==> src/rtl/a2d_spi_slave_if.sv <==
// SPI pin bundle between the throttle reader (master) and the A2D model (slave).
interface a2d_spi_slave_if;
  logic SS_n;
  logic SCLK;
  logic MOSI;
  logic MISO;

  modport master (output SS_n, output SCLK, output MOSI, input MISO);
  modport slave  (input SS_n, input SCLK, input MOSI, output MISO);
endinterface

==> src/rtl/a2d_spi_slave.sv <==
// ADC128S-style 8-channel, 12-bit A2D model on an SPI slave port, one-frame result pipeline.
// Optional malformed-command detection is enabled by defining A2D_CMD_CHECK_EN.
module a2d_spi_slave #(
  parameter int unsigned NUM_CH   = 8,
  parameter int unsigned RES_W    = 12,
  parameter int unsigned SYNC_STG = 2
) (
  input  logic                    clk,
  input  logic                    rst_n,
  a2d_spi_slave_if.slave          spi,
  input  logic [NUM_CH*RES_W-1:0] ch_vals,
  output logic [2:0]              last_ch,
  output logic [7:0]              frm_cnt,
  output logic                    cmd_err
);

  localparam int unsigned FRM_W = 16;
  localparam int unsigned CNT_W = 5;
  localparam int unsigned CH_W  = 3;

  typedef enum logic [1:0] {IDLE, ACTIVE, DONE} state_t;

  state_t              r_state, w_state_nxt;
  logic [CNT_W-1:0]    r_bit_cnt, w_bit_cnt_nxt;
  logic [FRM_W-1:0]    r_tx_shft, w_tx_nxt;
  logic [FRM_W-1:0]    r_rx_shft, w_rx_nxt;
  logic [CH_W-1:0]     r_last_ch, w_last_ch_nxt;
  logic [7:0]          r_frm_cnt, w_frm_cnt_nxt;
  logic                w_miso_c;

  logic [SYNC_STG-1:0] r_ss_sync, r_sclk_sync, r_mosi_sync;
  logic                r_ss_prev, r_sclk_prev;
  logic                w_ss, w_sclk, w_mosi;
  logic                w_ss_fall, w_ss_rise, w_sclk_rise, w_sclk_fall;
  logic [RES_W-1:0]    w_ch_val [NUM_CH];

  // Pin synchronizers; SS_n/SCLK idle high so they reset high to avoid a false edge.
  always_ff @(posedge clk or negedge rst_n) begin
    if (!rst_n) begin
      r_ss_sync   <= '1;
      r_sclk_sync <= '1;
      r_mosi_sync <= '0;
      r_ss_prev   <= 1'b1;
      r_sclk_prev <= 1'b1;
    end else begin
      r_ss_sync   <= {r_ss_sync[SYNC_STG-2:0],   spi.SS_n};
      r_sclk_sync <= {r_sclk_sync[SYNC_STG-2:0], spi.SCLK};
      r_mosi_sync <= {r_mosi_sync[SYNC_STG-2:0], spi.MOSI};
      r_ss_prev   <= w_ss;
      r_sclk_prev <= w_sclk;
    end
  end

  assign w_ss        = r_ss_sync[SYNC_STG-1];
  assign w_sclk      = r_sclk_sync[SYNC_STG-1];
  assign w_mosi      = r_mosi_sync[SYNC_STG-1];
  assign w_ss_fall   =  r_ss_prev   & ~w_ss;
  assign w_ss_rise   = ~r_ss_prev   &  w_ss;
  assign w_sclk_rise = ~r_sclk_prev &  w_sclk;
  assign w_sclk_fall =  r_sclk_prev & ~w_sclk;

  for (genvar g = 0; g < NUM_CH; g++) begin : g_ch
    assign w_ch_val[g] = ch_vals[g*RES_W +: RES_W];
  end

`ifdef A2D_CMD_CHECK_EN
  logic r_cmd_err, w_cmd_err_nxt;
  logic w_cmd_bad;

  // Anything outside the 3-bit channel field must be zero in a well-formed command.
  assign w_cmd_bad = (|r_rx_shft[15:14]) | (|r_rx_shft[10:0]);
`else
  logic w_unused_rx_msb;

  assign w_unused_rx_msb = r_rx_shft[FRM_W-1];
`endif

  // Frame sequencing and datapath next-state.
  always_comb begin
    w_state_nxt   = r_state;
    w_bit_cnt_nxt = r_bit_cnt;
    w_tx_nxt      = r_tx_shft;
    w_rx_nxt      = r_rx_shft;
    w_last_ch_nxt = r_last_ch;
    w_frm_cnt_nxt = r_frm_cnt;
    w_miso_c      = 1'b0;
`ifdef A2D_CMD_CHECK_EN
    w_cmd_err_nxt = r_cmd_err;
`endif
    unique case (r_state)
      IDLE: begin
        if (w_ss_fall) begin
          w_state_nxt   = ACTIVE;
          w_tx_nxt      = FRM_W'(w_ch_val[r_last_ch]);
          w_bit_cnt_nxt = '0;
        end
      end
      ACTIVE: begin
        w_miso_c = r_tx_shft[FRM_W-1];
        // SS_n rise wins over a coincident SCLK edge.
        if (w_ss_rise) begin
          w_state_nxt = DONE;
        end else if (w_sclk_rise) begin
          w_rx_nxt = {r_rx_shft[FRM_W-2:0], w_mosi};
          if (r_bit_cnt != CNT_W'(FRM_W)) begin
            w_bit_cnt_nxt = r_bit_cnt + CNT_W'(1);
          end
        end else if (w_sclk_fall && (r_bit_cnt != '0)) begin
          // The leading fall before any rise keeps bit 15 on MISO.
          w_tx_nxt = {r_tx_shft[FRM_W-2:0], 1'b0};
        end
      end
      DONE: begin
        w_state_nxt = IDLE;
        if (r_bit_cnt == CNT_W'(FRM_W)) begin
          w_last_ch_nxt = r_rx_shft[13:11];
          w_frm_cnt_nxt = r_frm_cnt + 8'd1;
`ifdef A2D_CMD_CHECK_EN
          if (w_cmd_bad) begin
            w_cmd_err_nxt = 1'b1;
          end
`endif
        end
      end
      default: w_state_nxt = IDLE;
    endcase
  end

  always_ff @(posedge clk or negedge rst_n) begin
    if (!rst_n) begin
      r_state   <= IDLE;
      r_bit_cnt <= '0;
      r_tx_shft <= '0;
      r_rx_shft <= '0;
      r_last_ch <= '0;
      r_frm_cnt <= '0;
    end else begin
      r_state   <= w_state_nxt;
      r_bit_cnt <= w_bit_cnt_nxt;
      r_tx_shft <= w_tx_nxt;
      r_rx_shft <= w_rx_nxt;
      r_last_ch <= w_last_ch_nxt;
      r_frm_cnt <= w_frm_cnt_nxt;
    end
  end

`ifdef A2D_CMD_CHECK_EN
  always_ff @(posedge clk or negedge rst_n) begin
    if (!rst_n) begin
      r_cmd_err <= 1'b0;
    end else begin
      r_cmd_err <= w_cmd_err_nxt;
    end
  end

  assign cmd_err = r_cmd_err;
`else
  assign cmd_err = 1'b0;
`endif

  assign spi.MISO = w_miso_c;
  assign last_ch  = r_last_ch;
  assign frm_cnt  = r_frm_cnt;

endmodule

==> src/flat_wrapper.sv <==
// flat-port wrapper written by rule: the top's interface ports become plain ports
module a2d_spi_slave_flat 
#(
  parameter int unsigned NUM_CH   = 8,
  parameter int unsigned RES_W    = 12,
  parameter int unsigned SYNC_STG = 2
)
  (clk, rst_n, ch_vals, last_ch, frm_cnt, cmd_err, spi_SS_n, spi_SCLK, spi_MOSI, spi_MISO);
  a2d_spi_slave_if spi_i ();
  input  logic clk;
  input  logic rst_n;
  input  logic [NUM_CH*RES_W-1:0] ch_vals;
  output logic [2:0] last_ch;
  output logic [7:0] frm_cnt;
  output logic cmd_err;
  input wire logic [$bits(spi_i.SS_n)-1:0] spi_SS_n;
  input wire logic [$bits(spi_i.SCLK)-1:0] spi_SCLK;
  input wire logic [$bits(spi_i.MOSI)-1:0] spi_MOSI;
  output wire logic [$bits(spi_i.MISO)-1:0] spi_MISO;
  assign spi_i.SS_n = spi_SS_n;
  assign spi_i.SCLK = spi_SCLK;
  assign spi_i.MOSI = spi_MOSI;
  assign spi_MISO = spi_i.MISO;
  a2d_spi_slave #(.NUM_CH(NUM_CH), .RES_W(RES_W), .SYNC_STG(SYNC_STG)) u_core (.clk(clk), .rst_n(rst_n), .spi(spi_i), .ch_vals(ch_vals), .last_ch(last_ch), .frm_cnt(frm_cnt), .cmd_err(cmd_err));
endmodule
==> config.mk <==
export PLATFORM = sky130hd
export DESIGN_NAME = a2d_spi_slave_flat
export DESIGN_NICKNAME = d
export VERILOG_FILES = /design/src/rtl/a2d_spi_slave_if.sv /design/src/rtl/a2d_spi_slave.sv /design/src/flat_wrapper.sv
export SDC_FILE = /design/constraint.sdc
export NUM_CORES = 1
export LEC_CHECK = 0
export ABC_CLOCK_PERIOD_IN_PS = 2100
export CAP_MARGIN = 0
export CORE_MARGIN = 3
export CORE_UTILIZATION = 45
export CTS_BUF_LIST = sky130_fd_sc_hd__clkbuf_2 sky130_fd_sc_hd__clkbuf_4 sky130_fd_sc_hd__clkbuf_8
export DETAILED_ROUTE_END_ITERATION = 8
export PLACE_DENSITY = 0.88
export RECOVER_POWER = 25
export REMOVE_ABC_BUFFERS = 1
export SYNTH_ARGS = -nofsm -noshare
export SYNTH_HDL_FRONTEND = slang
export SYNTH_SLANG_ARGS = --single-unit
export TNS_END_PERCENT = 20
==> constraint.sdc <==
create_clock -name clk -period 2.1 [get_ports clk]
set_clock_uncertainty 0.15 [all_clocks]
set_input_delay 0.315 -clock clk [delete_from_list [all_inputs] [get_ports clk]]
set_output_delay 0.315 -clock clk [all_outputs]
set_load 0.01 [all_outputs]
==> impl_results.md <==
* Via count of the routed design at 2582
* Critical Path Fanout Max at 11
* YS warnings at 0
* Reg clk slew, reported paths at 100 ps
* HPWL Detailed at 6.189 mm
* Worst setup SP type: register
* Antenna violations before repair at 0
* Total grt overflow at 0
* Critical Path AT at 2070 ps
* Skew-Pair Late Insertion Delay at 320 ps
* H-tree Lvls at 2
* Total die area at 7988 sq um
* Vias in the first global route at 2659
* First-pass DRT Iterations at 4
* # rows at 29
* Area share of the largest cell type after synthesis at 40.00%
* EDFF count, synth at 0
* Max-Cap Viols at 0
* Synth Flop Type: dfrtp_1
* Fin area at 4476 sq um
* Crit. Startpoint: u_core.r_bit_cnt[0]
* Power Dens Cells at 578.7 nW/um^2
* Port Buffer Count at 112
* Tmin final at 2016 ps
* Initial Utilization at 47.89%
* Mapped Avg Cell Area at 12.12 sq um
* Status: finished clean
* Async SR Flop Fraction at 100.0%
* CTS Root Cell: clkbuf_8
* Worst path max stage delay at 430 ps
* Critical-path cell list: inv_1 > ha_1 > or3b_4 > nor3_4 > buf_6 > mux2_2
* Die X at 89.38 microns
* Worst slew pin tran at 1193 ps
* Total Negative Setup Slacks at 0 ps
* Hold_sp: u_core.r_mosi_sync[0]
* Largest net degree at the start of global routing at 36
* Clock tree buffer depth at 2
* Final Cycle Share at 95.99%
* Antenna viol nets, final at 0
* Post-layout power at 2.590 mW
* First-pass GRT wire length at 12.65 mm
* Netlist cell types at 42
* F_max at 496.1 MHz
* WL per Instance at 17.73 microns
* Share of post-route cells with drive strength above 1 at 17.91%
* Cell Area, Synth at 3128 sq um
* GR Util All Layers at 20.53%
* Cell family with most CP delay: simple AND/OR/NAND/NOR gates
* CTS sink cnt at 56
* Worst rel slew slack at 20.46%
* Commonest cells post-synth: dfrtp_1 (50), mux2i_1 (48), a22oi_1 (22), mux2_2 (18)
* Placed Area at 4345 sq um
* Die H at 89.38 microns
* Worst r2r src: u_core.r_bit_cnt[0]
* Hold WC Path Type: reg -> reg
* Buf/Inv on CP at 2
* Slew Viols, Final at 0
* Final WL at 7.998 mm
* Area grow syn2layout at 43.08%
* Leakage at 1.776 nW
* GPL Wtd Cong at 0.8276
* Number of synthesized register bits at 56
* Hold Violations, Final at 0
* Final #Nets at 477
* Initial DRC count at 131
* CP Data Required Time at 2150 ps
* Cells after Synth at 258
* Endpoint class of the critical path: register
* CP max-delay cell: dfrtp_1
* Peak VDD IR at 0.0005710 V
* Crit path kind: reg -> reg
* Num CTS Buffers at 5
* IO Count at 114
* Core area at 6531 sq um
* Drt drc at 0
* Antenna Cells at 0
* Register area share after synthesis at 45.04%
* Final setup fails at 0
* Cell taking the most area after synthesis: dfrtp_1
* CTS tree: yes
* Top-count cell post-synth: dfrtp_1
* DR vias/cell at 5.725
* Synth top area cells: dfrtp_1 (40%), mux2i_1 (15%), mux2_2 (6.5%), a22oi_1 (5.3%), dfstp_2 (5.0%)
## per-layer routing
layer | GRT usage, % | routed length [microns]
met5 | 0 | 0
met4 | 6.901 | 141
met3 | 4.332 | 618
met1 | 23.89 | 3110
met2 | 37.31 | 4127
## sequential cells by signal, indices dropped and copies added (netlist names)
name,count
u_core.r_ss_sync,2
u_core.r_sclk_sync,2
u_core.last_ch,3
u_core.r_bit_cnt,5
u_core.r_tx_shft,16
u_core.r_rx_shft,14
u_core.frm_cnt,8
u_core.r_state,2
u_core.r_sclk_prev,1
u_core.r_ss_prev,1
u_core.r_mosi_sync,2
## path summary, 6_finish.rpt
| path | end | slack, ps | cells past startpoint |
|---|---|---|---|
| worst min-delay path | u_core.r_mosi_sync[1] | 210 | 0 |
| worst max-delay path | u_core.last_ch[1] | 80 | 6 |
| min in group asynchronous | u_core.frm_cnt[1] | 610 | 2 |
| worst min register to register | u_core.r_mosi_sync[1] | 210 | 0 |
| worst max register to register | u_core.last_ch[1] | 80 | 6 |
| max in group asynchronous | u_core.r_ss_prev | 270 | 3 |
## report_power, final
part           switching (mW)  internal (mW)  leakage (nW)
combinational           0.254          0.398          1.04
sequential              0.102           1.24         0.696
clock                   0.346          0.251        0.0448
## cells by family after synthesis
family                   synth area share [%]
multiplexers                            23.64
flip-flops                              45.04
buffers and inverters                   3.720
AO/OA/AOI/OAI                           16.44
other                                  0.1199
XOR/XNOR                                1.960
adder cells (fa/ha/maj)                 1.200
AND/OR/NAND/NOR                         7.880
## per-stage QoR
| stage | setup WS, ps | utilization [%] | hold slack (ps) | cells |
|---|---|---|---|---|
| floorplan | -724.2 | - | -130.6 | 241 |
| detailed placement | 95.57 | 66.53 | 172.4 | 440 |
| finish | 84.12 | 68.52 | 210.1 | 451 |
| CTS | 64.52 | 68.37 | 210.4 | 451 |
| global placement | 127.4 | 66.53 | 163.9 | 440 |
| global route | -1.095 | 68.52 | 220.1 | 451 |
## cell usage in the layout (no fill, tap or decap), drive strengths merged, types with 2 or more instances in the layout
cell type | synthesis | layout
nand4 | 4 | 4
xnor2 | 6 | 6
a31oi | 2 | 2
clkdlybuf4s50 | 0 | 107
dfrtp | 50 | 50
clkbuf | 5 | 7
nand2 | 7 | 7
dlygate4sd3 | 0 | 4
dfstp | 6 | 6
mux2 | 19 | 19
mux2i | 48 | 48
nor2b | 4 | 4
o211ai | 2 | 2
o221a | 11 | 11
nor2 | 8 | 8
a21o | 11 | 11
ha | 3 | 3
mux4 | 2 | 2
a22oi | 22 | 22
o21ai | 3 | 3
inv | 2 | 2
nand2b | 6 | 6
and3 | 5 | 5
buf | 12 | 12
a22o | 4 | 4
and2 | 3 | 3
## what timing repair did
| item | CTS | global route |
|---|---|---|
| resized for setup | 3 | 4 |
| endpoints found under the setup margin | 2 | 15 |
| hold buffers | 1 | 0 |
| hold endpoints to repair | 18 | 0 |
| buffers inserted | 2 | 0 |
## area by class of cell
cell class	instances	area, sq um
repair buffers	125	1246
flip-flops and latches	56	1414
multi-input cells	183	1619
clock buffers	6	76.32
fillers	505	2056
clock inverters	2	16.27
well taps	77	96.34
inverters	2	7.507
Note: power is estimated with default switching activity, not from simulation.
